`src/rtl/snn_feeder_pkg.sv`:
```
// Shared constants, state encoding and emit payload for the SNN input feeder.
package snn_feeder_pkg;

    localparam int unsigned IMG_BYTES_DEF = 72;
    localparam int unsigned KER_BYTES_DEF = 9;
    localparam int unsigned W_BYTES_DEF   = 4;
    localparam int unsigned TIMEOUT_DEF   = 255;

    localparam int unsigned DATA_W     = 8;
    localparam int unsigned RES_W      = 10;
    localparam int unsigned BYTE_CNT_W = 7;
    localparam int unsigned EMIT_CNT_W = 7;
    localparam int unsigned WAIT_CNT_W = 8;

    typedef enum logic [1:0] {
        ST_LOAD = 2'd0,
        ST_EMIT = 2'd1,
        ST_WAIT = 2'd2
    } feeder_state_e;

    // One EMIT beat as presented to the SNN core.
    typedef struct packed {
        logic [DATA_W-1:0] img;
        logic [DATA_W-1:0] ker;
        logic [DATA_W-1:0] weight;
    } snn_beat_t;

    // Address width for a buffer of n entries, never narrower than one bit.
    function automatic int unsigned idx_w(int unsigned n);
        return (n > 1) ? $clog2(n) : 1;
    endfunction

endpackage

```
`src/rtl/snn_feeder_if.sv`:
```
// Byte-stream, SNN-core and result signals of the feeder; slave is the feeder side.
interface snn_feeder_if;
    import snn_feeder_pkg::*;

    logic              s_valid;
    logic              s_ready;
    logic [DATA_W-1:0] s_data;

    logic              snn_in_valid;
    logic [DATA_W-1:0] snn_img;
    logic [DATA_W-1:0] snn_ker;
    logic [DATA_W-1:0] snn_weight;
    logic              snn_out_valid;
    logic [RES_W-1:0]  snn_out_data;

    logic              res_valid;
    logic [RES_W-1:0]  res_data;
    logic              err;

    modport master (
        output s_valid, s_data, snn_out_valid, snn_out_data,
        input  s_ready, snn_in_valid, snn_img, snn_ker, snn_weight,
               res_valid, res_data, err
    );

    modport slave (
        input  s_valid, s_data, snn_out_valid, snn_out_data,
        output s_ready, snn_in_valid, snn_img, snn_ker, snn_weight,
               res_valid, res_data, err
    );

endinterface

```
`src/rtl/snn_feeder.sv`:
```
// Buffers one weight/kernel/image frame from a byte stream, replays it to the
// SNN core as a burst of IMG_BYTES beats, then waits for the result or a timeout.
module snn_feeder
    import snn_feeder_pkg::*;
#(
    parameter int unsigned IMG_BYTES = IMG_BYTES_DEF,
    parameter int unsigned KER_BYTES = KER_BYTES_DEF,
    parameter int unsigned W_BYTES   = W_BYTES_DEF,
    parameter int unsigned TIMEOUT   = TIMEOUT_DEF
) (
    input  logic         clk,
    input  logic         rst_n,
    snn_feeder_if.slave  bus
);

    localparam int unsigned FRAME_BYTES = W_BYTES + KER_BYTES + IMG_BYTES;
    localparam int unsigned IMG_AW      = idx_w(IMG_BYTES);
    localparam int unsigned KER_AW      = idx_w(KER_BYTES);
    localparam int unsigned W_AW        = idx_w(W_BYTES);

    localparam logic [BYTE_CNT_W-1:0] LAST_BYTE  = BYTE_CNT_W'(FRAME_BYTES - 1);
    localparam logic [BYTE_CNT_W-1:0] KER_BASE   = BYTE_CNT_W'(W_BYTES);
    localparam logic [BYTE_CNT_W-1:0] IMG_BASE   = BYTE_CNT_W'(W_BYTES + KER_BYTES);
    localparam logic [EMIT_CNT_W-1:0] EMIT_END   = EMIT_CNT_W'(IMG_BYTES);
    localparam logic [EMIT_CNT_W-1:0] EMIT_KER   = EMIT_CNT_W'(KER_BYTES);
    localparam logic [EMIT_CNT_W-1:0] EMIT_W     = EMIT_CNT_W'(W_BYTES);
    localparam logic [WAIT_CNT_W-1:0] WAIT_LIMIT = WAIT_CNT_W'(TIMEOUT);

    feeder_state_e          r_state;
    logic [BYTE_CNT_W-1:0]  r_byte_cnt;
    logic [EMIT_CNT_W-1:0]  r_emit_cnt;
    logic [WAIT_CNT_W-1:0]  r_wait_cnt;
    logic                   r_s_ready;
    logic                   r_in_valid;
    snn_beat_t              r_beat;
    logic                   r_res_valid;
    logic [RES_W-1:0]       r_res_data;
    logic                   r_err;

    logic [DATA_W-1:0]      r_img [IMG_BYTES];
    logic [DATA_W-1:0]      r_ker [KER_BYTES];
    logic [DATA_W-1:0]      r_w   [W_BYTES];

    logic                   w_xfer;
    snn_beat_t              w_beat;

    assign w_xfer = (r_state == ST_LOAD) && r_s_ready && bus.s_valid;

    // Frame buffers hold no reset; every byte is rewritten before it is replayed.
    always_ff @(posedge clk) begin
        if (w_xfer) begin
            if (r_byte_cnt < KER_BASE) begin
                r_w[W_AW'(r_byte_cnt)] <= bus.s_data;
            end else if (r_byte_cnt < IMG_BASE) begin
                r_ker[KER_AW'(r_byte_cnt - KER_BASE)] <= bus.s_data;
            end else begin
                r_img[IMG_AW'(r_byte_cnt - IMG_BASE)] <= bus.s_data;
            end
        end
    end

    // Beat for emit index r_emit_cnt; kernel and weight lanes run out early and read 0.
    always_comb begin
        w_beat = '0;
        if (r_emit_cnt < EMIT_END) begin
            w_beat.img = r_img[IMG_AW'(r_emit_cnt)];
        end
        if (r_emit_cnt < EMIT_KER) begin
            w_beat.ker = r_ker[KER_AW'(r_emit_cnt)];
        end
        if (r_emit_cnt < EMIT_W) begin
            w_beat.weight = r_w[W_AW'(r_emit_cnt)];
        end
    end

    // Control FSM; r_emit_cnt is kept at 0 outside EMIT so the first beat is ready on entry.
    always_ff @(posedge clk or negedge rst_n) begin
        if (!rst_n) begin
            r_state     <= ST_LOAD;
            r_byte_cnt  <= '0;
            r_emit_cnt  <= '0;
            r_wait_cnt  <= '0;
            r_s_ready   <= 1'b0;
            r_in_valid  <= 1'b0;
            r_beat      <= '0;
            r_res_valid <= 1'b0;
            r_res_data  <= '0;
            r_err       <= 1'b0;
        end else begin
            r_res_valid <= 1'b0;
            r_err       <= 1'b0;
            case (r_state)
                ST_LOAD: begin
                    r_s_ready <= 1'b1;
                    if (w_xfer) begin
                        if (r_byte_cnt == LAST_BYTE) begin
                            r_state    <= ST_EMIT;
                            r_s_ready  <= 1'b0;
                            r_in_valid <= 1'b1;
                            r_beat     <= w_beat;
                            r_emit_cnt <= EMIT_CNT_W'(1);
                        end else begin
                            r_byte_cnt <= r_byte_cnt + BYTE_CNT_W'(1);
                        end
                    end
                end
                ST_EMIT: begin
                    if (r_emit_cnt == EMIT_END) begin
                        r_state    <= ST_WAIT;
                        r_in_valid <= 1'b0;
                        r_beat     <= '0;
                        r_emit_cnt <= '0;
                        r_wait_cnt <= '0;
                    end else begin
                        r_beat     <= w_beat;
                        r_emit_cnt <= r_emit_cnt + EMIT_CNT_W'(1);
                    end
                end
                ST_WAIT: begin
                    // A result arriving on the timeout cycle wins over the abort.
                    if (bus.snn_out_valid) begin
                        r_res_data  <= bus.snn_out_data;
                        r_res_valid <= 1'b1;
                        r_state     <= ST_LOAD;
                        r_s_ready   <= 1'b1;
                        r_byte_cnt  <= '0;
                    end else if (r_wait_cnt == WAIT_LIMIT) begin
                        r_err      <= 1'b1;
                        r_state    <= ST_LOAD;
                        r_s_ready  <= 1'b1;
                        r_byte_cnt <= '0;
                    end else begin
                        r_wait_cnt <= r_wait_cnt + WAIT_CNT_W'(1);
                    end
                end
                default: begin
                    r_state    <= ST_LOAD;
                    r_s_ready  <= 1'b0;
                    r_in_valid <= 1'b0;
                    r_beat     <= '0;
                    r_byte_cnt <= '0;
                    r_emit_cnt <= '0;
                    r_wait_cnt <= '0;
                end
            endcase
        end
    end

    assign bus.s_ready      = r_s_ready;
    assign bus.snn_in_valid = r_in_valid;
    assign bus.snn_img      = r_beat.img;
    assign bus.snn_ker      = r_beat.ker;
    assign bus.snn_weight   = r_beat.weight;
    assign bus.res_valid    = r_res_valid;
    assign bus.res_data     = r_res_data;
    assign bus.err          = r_err;

endmodule

```
`src/flat_wrapper.sv`:
```
// flat-port wrapper written by rule: the top's interface ports become plain ports
module snn_feeder_flat import snn_feeder_pkg::*;
#(
    parameter int unsigned IMG_BYTES = IMG_BYTES_DEF,
    parameter int unsigned KER_BYTES = KER_BYTES_DEF,
    parameter int unsigned W_BYTES   = W_BYTES_DEF,
    parameter int unsigned TIMEOUT   = TIMEOUT_DEF
)
  (clk, rst_n, bus_s_valid, bus_s_data, bus_snn_out_valid, bus_snn_out_data, bus_s_ready, bus_snn_in_valid, bus_snn_img, bus_snn_ker, bus_snn_weight, bus_res_valid, bus_res_data, bus_err);
  snn_feeder_if bus_i ();
  input  logic clk;
  input  logic rst_n;
  input wire logic [$bits(bus_i.s_valid)-1:0] bus_s_valid;
  input wire logic [$bits(bus_i.s_data)-1:0] bus_s_data;
  input wire logic [$bits(bus_i.snn_out_valid)-1:0] bus_snn_out_valid;
  input wire logic [$bits(bus_i.snn_out_data)-1:0] bus_snn_out_data;
  output wire logic [$bits(bus_i.s_ready)-1:0] bus_s_ready;
  output wire logic [$bits(bus_i.snn_in_valid)-1:0] bus_snn_in_valid;
  output wire logic [$bits(bus_i.snn_img)-1:0] bus_snn_img;
  output wire logic [$bits(bus_i.snn_ker)-1:0] bus_snn_ker;
  output wire logic [$bits(bus_i.snn_weight)-1:0] bus_snn_weight;
  output wire logic [$bits(bus_i.res_valid)-1:0] bus_res_valid;
  output wire logic [$bits(bus_i.res_data)-1:0] bus_res_data;
  output wire logic [$bits(bus_i.err)-1:0] bus_err;
  assign bus_i.s_valid = bus_s_valid;
  assign bus_i.s_data = bus_s_data;
  assign bus_i.snn_out_valid = bus_snn_out_valid;
  assign bus_i.snn_out_data = bus_snn_out_data;
  assign bus_s_ready = bus_i.s_ready;
  assign bus_snn_in_valid = bus_i.snn_in_valid;
  assign bus_snn_img = bus_i.snn_img;
  assign bus_snn_ker = bus_i.snn_ker;
  assign bus_snn_weight = bus_i.snn_weight;
  assign bus_res_valid = bus_i.res_valid;
  assign bus_res_data = bus_i.res_data;
  assign bus_err = bus_i.err;
  snn_feeder #(.IMG_BYTES(IMG_BYTES), .KER_BYTES(KER_BYTES), .W_BYTES(W_BYTES), .TIMEOUT(TIMEOUT)) u_core (.clk(clk), .rst_n(rst_n), .bus(bus_i));
endmodule
```
`config.mk`:
```
export PLATFORM = sky130hd
export DESIGN_NAME = snn_feeder_flat
export DESIGN_NICKNAME = d
export VERILOG_FILES = /design/src/rtl/snn_feeder_pkg.sv /design/src/rtl/snn_feeder_if.sv /design/src/rtl/snn_feeder.sv /design/src/flat_wrapper.sv
export SDC_FILE = /design/constraint.sdc
export NUM_CORES = 1
export LEC_CHECK = 0
export BUFFER_PORTS_ARGS = -buffer_cell sky130_fd_sc_hd__buf_2
export CAP_MARGIN = 20
export CORE_MARGIN = 5
export CORE_UTILIZATION = 40
export CTS_BUF_LIST = sky130_fd_sc_hd__clkbuf_4 sky130_fd_sc_hd__clkbuf_8
export DETAILED_ROUTE_END_ITERATION = 6
export SKIP_CTS_REPAIR_TIMING = 1
export SLEW_MARGIN = 20
export SYNTH_ARGS = -nofsm -noshare
export SYNTH_HDL_FRONTEND = slang
export SYNTH_SLANG_ARGS = --single-unit
export TNS_END_PERCENT = 5
```
`constraint.sdc`:
```
create_clock -name clk -period 2.9 [get_ports clk]
set_input_delay 0.145 -clock clk [delete_from_list [all_inputs] [get_ports clk]]
set_output_delay 0.145 -clock clk [all_outputs]
set_load 0.01 [all_outputs]
```
==> results of run 1 <==
==> per-layer routing <==
| metal | vias up | track usage [%] | share of wire, % |
|---|---|---|---|
| li1 | 7151 | - | - |
| met1 | 8639 | 28.0 | 43 |
| met2 | 747 | 29.4 | 46 |
| met3 | 132 | 4.82 | 8.5 |
| met4 | 4 | 6.00 | 2.5 |
| met5 | - | 0 | 0.030 |
==> sequential cells by signal, indices dropped and copies added, names as in the netlist, 2 cells and up <==
name	count
u_core.r_state	2
u_core.bus.snn_ker	8
u_core.r_byte_cnt	7
u_core.bus.snn_weight	8
u_core.bus.snn_img	8
u_core.bus.res_data	10
u_core.r_ker	72
u_core.r_emit_cnt	7
u_core.r_wait_cnt	8
u_core.r_img	576
u_core.r_w	32
==> cell usage in the layout, fill, tap and decap left out, types with 23 or more instances in the layout <==
master / netlist / layout
nand3_1: 37 / 37
buf_4: 15 / 178
nand2_1: 83 / 83
buf_2: 23 / 59
mux4_2: 123 / 123
edfxtp_1: 680 / 680
clkbuf_8: 0 / 126
nor2_1: 109 / 109
a21oi_1: 26 / 26
clkinv_1: 0 / 30
o21ai_0: 46 / 46
mux2_2: 23 / 23
a22oi_1: 36 / 36
dfrtp_1: 62 / 58
clkbuf_4: 0 / 36
clkinv_2: 0 / 25
mux2i_1: 107 / 107
==> per-stage QoR <==
| stage | utilization, % | instances | power [mW] |
|---|---|---|---|
| floorplan | - | 1631 | 18.3 |
| global placement | 44.0 | 2750 | 21.8 |
| detailed placement | 44.0 | 2750 | 21.9 |
| CTS | 47.4 | 2979 | 31.1 |
| global route | 47.6 | 2994 | 32.4 |
| finish | 47.6 | 2994 | 31.0 |
==> kinds of logic (layout without fill, tap and decap cells) <==
family | after synthesis | in the layout
flip-flops | 742 | 742
AND/OR/NAND/NOR | 323 | 323
multiplexers | 253 | 253
AO/OA/AOI/OAI | 185 | 185
buffers and inverters | 107 | 510
XOR/XNOR | 13 | 13
adder cells (fa/ha/maj) | 8 | 8
other | 0 | 1
==> power by group <==
part           total (mW)  switching (mW)  leakage (nW)  internal, mW
Sequential           12.7           0.636          6.91          12.1
Combinational        9.04            5.22          3.78          3.82
Clock                9.22            4.17          1.32          5.05
Total                31.0            10.0          12.0          21.0
==> layout make-up <==
cell class / instances / area [µm²]
well taps: 959 / 1200
flip-flops and latches: 742 / 22000
clock inverters: 67 / 478
clock buffers: 162 / 2000
fillers: 6129 / 38400
multi-input cells: 782 / 7120
diodes: 1 / 2.50
repair buffers: 261 / 1970
inverters: 20 / 75.1
==> worst max-delay path by stage <==
stage          cells past startpoint  slack (ps)                                end
2_1_floorplan                     10          90      u_core.r_img[45][0]$_DFFE_PP_
3_3_place_gp                       6          20  u_core.bus.snn_img[0]$_DFFE_PN0P_
3_5_place_dp                       6          30  u_core.bus.snn_img[0]$_DFFE_PN0P_
4_1_cts                            6          -8  u_core.bus.snn_img[0]$_DFFE_PN0P_
5_1_grt                            9          -1      u_core.r_img[59][6]$_DFFE_PP_
6_report                           6          50  u_core.bus.snn_img[4]$_DFFE_PN0P_
==> implementation parameters, run 1 <==
Parameter                              Value

Outcome
  Result of the run ... completed

Final layout
  Final instance area ... 34800 µm²
  Post-layout nets ... 1958
  Area grow syn2layout ... 17.7%
  Layout cell share with drive strength beyond 1 ... 29.9%

Critical path
  Endpoint of the worst register-to-register path ... u_core.bus.snn_img[4]$_DFFE_PN0P_
  CP Cell Sequence ... buf_12, mux4_2, mux2_2, a32oi_1, nand4_1, a221o_1
  Buffer and inverter count on the worst path ... 1
  Kind of capture point of the worst setup path ... register
  Critical path data arrival time ... 3470 ps
  Worst reg-to-reg path cell count ... 6
  Nature of the critical path startpoint ... register
  Max stage delay on crit path ... 750 ps
  Maximum fanout along the worst path ... 21
  Crit. Startpoint ... u_core.r_emit_cnt[0]$_DFFE_PN0P_
  CP Class ... register to register
  Crit path max-delay family ... multiplexers
  Internal reg-to-reg setup slack ... 50 ps
  Launching point of the worst reg2reg path ... u_core.r_emit_cnt[0]$_DFFE_PN0P_
  Required time worst endpoint ... 3520 ps
  Crit-path slowest cell ... dfrtp_4

GRT
  Vias in the first global route ... 16.9k
  Wire length of the first global-routing pass ... 113 mm
  Global routing usage summed across all routing layers ... 19.4%
  Maximum number of pins on one net before global-route repair ... 86
  Antenna violations before repair ... 5
  Global route overflow ... 0

STA
  Timing-limited maximum frequency ... 0.351 GHz
  Final Hold Fails ... 0
  Slew at the pin with the worst max-slew slack ... 1070 ps
  Clock skew after layout ... 57.9 ps
  Final-layout setup total negative slack ... 0 ps
  Worst Hold Margin ... 36.7 ps
  Max_slew headroom ... 29.0%
  Setup-failing EPs final ... 0
  Crit path setup slack, layout ... 54.3 ps
  RSZ-0062 raised after global routing ... yes
  Final max-slew violation count ... 0
  Final worst path period share ... 98.1%
  Minimum clock period ... 2850 ps

Synth
  Number of synthesized register bits ... 742
  Share of the synthesized area in compound gates (AO/OA/AOI/OAI) ... 4.23%
  Number of enable-type register cells in the synthesized netlist ... 680
  YS warnings ... 0
  Most frequent cell after synthesis ... edfxtp_1
  Yosys cell types ... 66
  Most used DFF post-synth ... edfxtp_1
  Syn Std Cell Area ... 29600 µm²
  Cell type with the largest total area after synthesis ... edfxtp_1
  Synth top area cells ... edfxtp_1 69%, mux4_2 9.4%, dfrtp_1 5.2%, mux2i_1 3.6%, nor2_1 1.4%
  Async S/R FF share, synth ... 8.36%
  Area share of and/or/nand/nor cells after synthesis ... 5.16%
  Fraction of post-synthesis cell area in the top cell type by area ... 69.0%
  Net count after synthesis ... 1661
  Dominant combinational cell family by area after synthesis ... multiplexers
  Most instantiated cells after synthesis ... 680 x edfxtp_1, 123 x mux4_2, 109 x nor2_1
  Post-Synth Adder-Cell Area ... 0.338%
  Sequential element share of the synthesized area ... 74.2%
  Mean instance size in the synthesized netlist ... 18.2 µm²
  Area share of xor/xnor cells in the synthesized design ... 0.385%
  Number of cells produced by synthesis ... 1631
  Mux share of post-synthesis cell area ... 13.8%

Drt
  Average wire length per cell after detail routing ... 25.8 µm
  Detail-routed via count per cell ... 5.57
  Final routed DRC violation total ... 0
  Residual antenna-violating net count after detailed routing ... 0
  Routed Wire Length ... 77.3 mm
  Via total after detailed routing ... 16.7k
  Detailed Routing Iterations Pass 1 ... 6
  Number of design-rule violations left by the first detailed-router iteration ... 1739

Placement
  RePlAce Congestion ... 0.890
  Post-DP HPWL ... 49.9 mm
  Number of port buffers ... 59
  Cell area after placement ... 32200 µm²
  Dpl ws ... 32.2 ps

Floorplanning
  Initial core utilization ... 40.4%
  Number of placement rows ... 99
  # IOs ... 60
  Overall die height ... 282 µm
  CORE AREA ... 73200 µm²
  Width of the die ... 282 µm
  Die area ... 79600 µm²

Flow run
  Reported max-cap violation count ... 0

Clock tree
  Num CTS Buffers ... 121
  Clk Latency, worst-skew pair ... 740 ps
  Total number of H-tree levels ... 3
  Clock tree from TritonCTS ... built
  TritonCTS Sinks ... 742
  Root Driver ... clkbuf_8
  CTS clock-pin slew for the worst setup and hold paths ... 60 ps
  Buffers from clock root to sink, at most ... 3

Pwr
  Power Dens Cells ... 890 nW/µm²
  Static Leak ... 12.0 nW
  Largest vdd supply drop ... 0.523 mV

Hold path
  Path category of the worst min-delay check ... input port to asynchronous set/reset pin
Note: power is estimated with default switching activity, not from simulation.
==> inputs of run 2 (changes only) <==
--- a/config.mk
+++ b/config.mk
@@ -5,9 +5,8 @@
 export SDC_FILE = /design/constraint.sdc
 export NUM_CORES = 1
 export LEC_CHECK = 0
-export BUFFER_PORTS_ARGS = -buffer_cell sky130_fd_sc_hd__buf_2
+export BUFFER_PORTS_ARGS = -buffer_cell sky130_fd_sc_hd__buf_4
 export CAP_MARGIN = 20
-export CORE_MARGIN = 5
 export CORE_UTILIZATION = 40
 export CTS_BUF_LIST = sky130_fd_sc_hd__clkbuf_4 sky130_fd_sc_hd__clkbuf_8
 export DETAILED_ROUTE_END_ITERATION = 6
==> constraint.sdc (replaced) <==
create_clock -name clk -period 2.6 [get_ports clk]
set_input_delay 0.13 -clock clk [delete_from_list [all_inputs] [get_ports clk]]
set_output_delay 0.13 -clock clk [all_outputs]
set_load 0.01 [all_outputs]
==> run 2 against run 1 <==
The flow now finishes with violations (DRC, setup timing). Via count decreased by 1.4%. Sequential power increased by 10%. Fmax increased by 8.9%. Largest power group unchanged.
==> implementation parameters, run 2 (same netlist as run 1, synthesis figures left out) <==
Parameter                              Value

Floorplanning
  Overall die height ... 274 µm (was 282 µm)
  Width of the die ... 274 µm (was 282 µm)
  # IOs ... 60 (unchanged)
  CORE AREA ... 73100 µm² (was 73200 µm²)
  Number of placement rows ... 99 (unchanged)
  Initial core utilization ... 40.5% (was 40.4%)
  Die area ... 75100 µm² (was 79600 µm²)

Clock tree
  Root Driver ... clkbuf_8 (unchanged)
  Num CTS Buffers ... 112 (was 121)
  Clock tree from TritonCTS ... built (unchanged)
  Clk Latency, worst-skew pair ... 730 ps (was 740 ps)
  TritonCTS Sinks ... 742 (unchanged)
  Total number of H-tree levels ... 3 (unchanged)
  Buffers from clock root to sink, at most ... 3 (unchanged)
  CTS clock-pin slew for the worst setup and hold paths ... 70 ps (was 60 ps)

Critical path
  Critical path data arrival time ... 3220 ps (was 3470 ps)
  Launching point of the worst reg2reg path ... u_core.r_emit_cnt[0]$_DFFE_PN0P_ (unchanged)
  Crit. Startpoint ... u_core.r_emit_cnt[0]$_DFFE_PN0P_ (unchanged)
  CP Class ... register to register (unchanged)
  Kind of capture point of the worst setup path ... register (unchanged)
  Required time worst endpoint ... 3200 ps (was 3520 ps)
  Nature of the critical path startpoint ... register (unchanged)
  Maximum fanout along the worst path ... 15 (was 21)

Final layout
  Top flop regs ... u_core.r_img (576), u_core.r_ker (72), u_core.r_w (32) (unchanged)
  Layout fillers ... 6084 (was 6129)
  Flip-flop count of the largest register after layout ... 576 (unchanged)
  Commonest cells after routing, fill and taps aside ... 680 x edfxtp_1, 236 x buf_4, 123 x mux4_2, 119 x clkbuf_8, 107 x mux2i_1 (was 680 x edfxtp_1, 178 x buf_4, 126 x clkbuf_8, 123 x mux4_2, 109 x nor2_1)
  Non-filler instance count after layout ... 2977 (was 2994)
  Post-layout nets ... 1951 (was 1958)
  Leading cell type in the layout, fill and taps excluded ... edfxtp_1 (unchanged)
  Layout cell share with drive strength beyond 1 ... 31.0% (was 29.9%)
  Area grow syn2layout ... 19.0% (was 17.7%)
  Final instance area ... 35200 µm² (was 34800 µm²)
  Core occupancy in the finished layout ... 48.2% (was 47.6%)
  Reg with most FFs ... u_core.r_img (unchanged)

Outcome
  Result of the run ... complete, but fails checks (was completed)
  Violations in the final reports ... DRC, setup timing

Pwr
  Share of power burned in combinational logic ... 30.8% (was 29.2%)
  Power Dens Cells ... 1000 nW/µm² (was 890 nW/µm²)
  Seq pwr share ... 39.6% (was 41.1%)
  Power dissipated by switching net loads ... 11.1 mW (was 10.0 mW)
  Static Leak ... 12.1 nW (was 12.0 nW)
  Clock group share of total power ... 29.7% (about the same)
  Fraction of power spent switching nets ... 31.4% (was 32.3%)
  Internal Pwr Total ... 24.3 mW (was 21.0 mW)
  Total design power ... 35.4 mW (was 31.0 mW)
  Largest vdd supply drop ... 0.525 mV (was 0.523 mV)

Drt
  Final routed DRC violation total ... 4 (was 0)
  Routed Wire Length ... 75.6 mm (was 77.3 mm)
  Length of routed wiring on met1 ... 31.5 mm (was 33.1 mm)
  Number of design-rule violations left by the first detailed-router iteration ... 1640 (was 1739)
  Met3 Routed Length ... 5.77 mm (was 6.59 mm)
  Highest routing layer actually used ... met4 (was met5)
  Detail-routed via count per cell ... 5.52 (was 5.57)
  Detailed Routing Iterations Pass 1 ... 7 (was 6)
  Routed met2 length ... 36.7 mm (was 35.6 mm)
  Residual antenna-violating net count after detailed routing ... 0 (unchanged)
  Via total after detailed routing ... 16.4k (was 16.7k)
  Average wire length per cell after detail routing ... 25.4 µm (was 25.8 µm)

STA
  Final worst path period share ... 100% (was 98.1%)
  Final Hold Fails ... 0 (unchanged)
  Setup-failing EPs final ... 1 (was 0)
  Crit path setup slack, layout ... -12.5 ps (was 54.3 ps)
  Worst Hold Margin ... 33.4 ps (was 36.7 ps)
  Clock skew after layout ... 40.3 ps (was 57.9 ps)
  Final max-slew violation count ... 0 (unchanged)
  Max_slew headroom ... 31.2% (was 29.0%)
  Minimum clock period ... 2610 ps (was 2850 ps)
  Slew at the pin with the worst max-slew slack ... 1030 ps (was 1070 ps)
  RSZ-0062 raised after global routing ... yes (unchanged)
  Timing-limited maximum frequency ... 0.383 GHz (was 0.351 GHz)

Hold path
  Start point of the worst min-delay path ... bus_s_valid
  Path category of the worst min-delay check ... input port to register (was input port to asynchronous set/reset pin)

Placement
  RePlAce Congestion ... 0.886 (was 0.890)
  Number of port buffers ... 59 (unchanged)
  Cell area after placement ... 32600 µm² (was 32200 µm²)
  Placed cells ... 2753 (was 2750)
  Post-DP HPWL ... 47.8 mm (was 49.9 mm)

GRT
  Wire length of the first global-routing pass ... 111 mm (was 113 mm)
  Global routing usage summed across all routing layers ... 20.4% (was 19.4%)
  Global route overflow ... 0 (unchanged)
  Vias in the first global route ... 16.7k (was 16.9k)
  Antenna violations before repair ... 1 (was 5)
  Maximum number of pins on one net before global-route repair ... 86 (unchanged)

Flow run
  Reported max-cap violation count ... 0 (unchanged)
run 2: cell types whose count changed in the layout (fill, tap and decap cells not counted), sizes merged:
| cell | change |
|---|---|
| clkbuf | -12 |
| bufinv | +7 |
| clkinv | -14 |
| buf | +3 |
| diode | +1 |
| inv | -1 |
| dlygate4sd3 | -1 |
run 2: worst paths after layout:
| check | slack, ps | endpoint | depth (start not counted) |
|---|---|---|---|
| hold reg to reg | 490 | u_core.bus.snn_weight[4]$_DFFE_PN0P_ | 2 |
| setup / recovery | -10 | u_core.bus.snn_img[5]$_DFFE_PN0P_ | 6 |
| min in group asynchronous | 100 | u_core.bus.snn_weight[7]$_DFFE_PN0P_ | 2 |
| max in group asynchronous | 1820 | u_core.r_emit_cnt[1]$_DFFE_PN0P_ | 2 |
| hold / removal | 30 | u_core.r_byte_cnt[1]$_DFFE_PN0P_ | 5 |
| setup reg to reg | -10 | u_core.bus.snn_img[5]$_DFFE_PN0P_ | 6 |
run 2: stage by stage:
step / setup TNS (ps) / setup slack [ps]
after detailed placement: -13030 / -137
after floorplan: -830 / -11.2
after global placement: -4120 / -67.5
after global routing: -634 / -77.9
final: -12.5 / -12.5
after CTS: -18740 / -141
run 2: final cells by class:
| cell class | count | area, µm² | area share, % |
|---|---|---|---|
| Tap cell | 959 | 1200 | 3.41 |
| Inverter | 20 | 75.1 | 0.213 |
| Timing Repair Buffer | 263 | 2180 | 6.19 |
| Multi-Input combinational cell | 782 | 7330 | 20.8 |
| Sequential cell | 742 | 22000 | 62.4 |
| Antenna cell | 2 | 5.00 | 0.0142 |
| Clock inverter | 59 | 594 | 1.69 |
| Clock buffer | 150 | 1870 | 5.31 |
run 2: layer usage:
layer / vias up / global-route usage, %
li1: 7137 / -
met1: 8554 / 27.9
met2: 635 / 32.7
met3: 114 / 4.30
met4: 0 / 6.70
met5: - / 0
run 2: power by group through the flow:
stage	sequential, mW	clock [mW]	combinational, mW
global route	14.0	11.2	11.6
CTS	14.0	10.7	10.8
detailed placement	14.2	0	10.8
floorplan	14.0	0	6.61
finish	14.0	10.5	10.9
global placement	14.2	0	10.7
run 2: critical path: stages, from the launching register on:
cell and delay, ps:
dfrtp_4 590, buf_12 230, mux4_2 550, mux2_2 310, a32o_1 270, a2111oi_1 400
o21ai_0 130
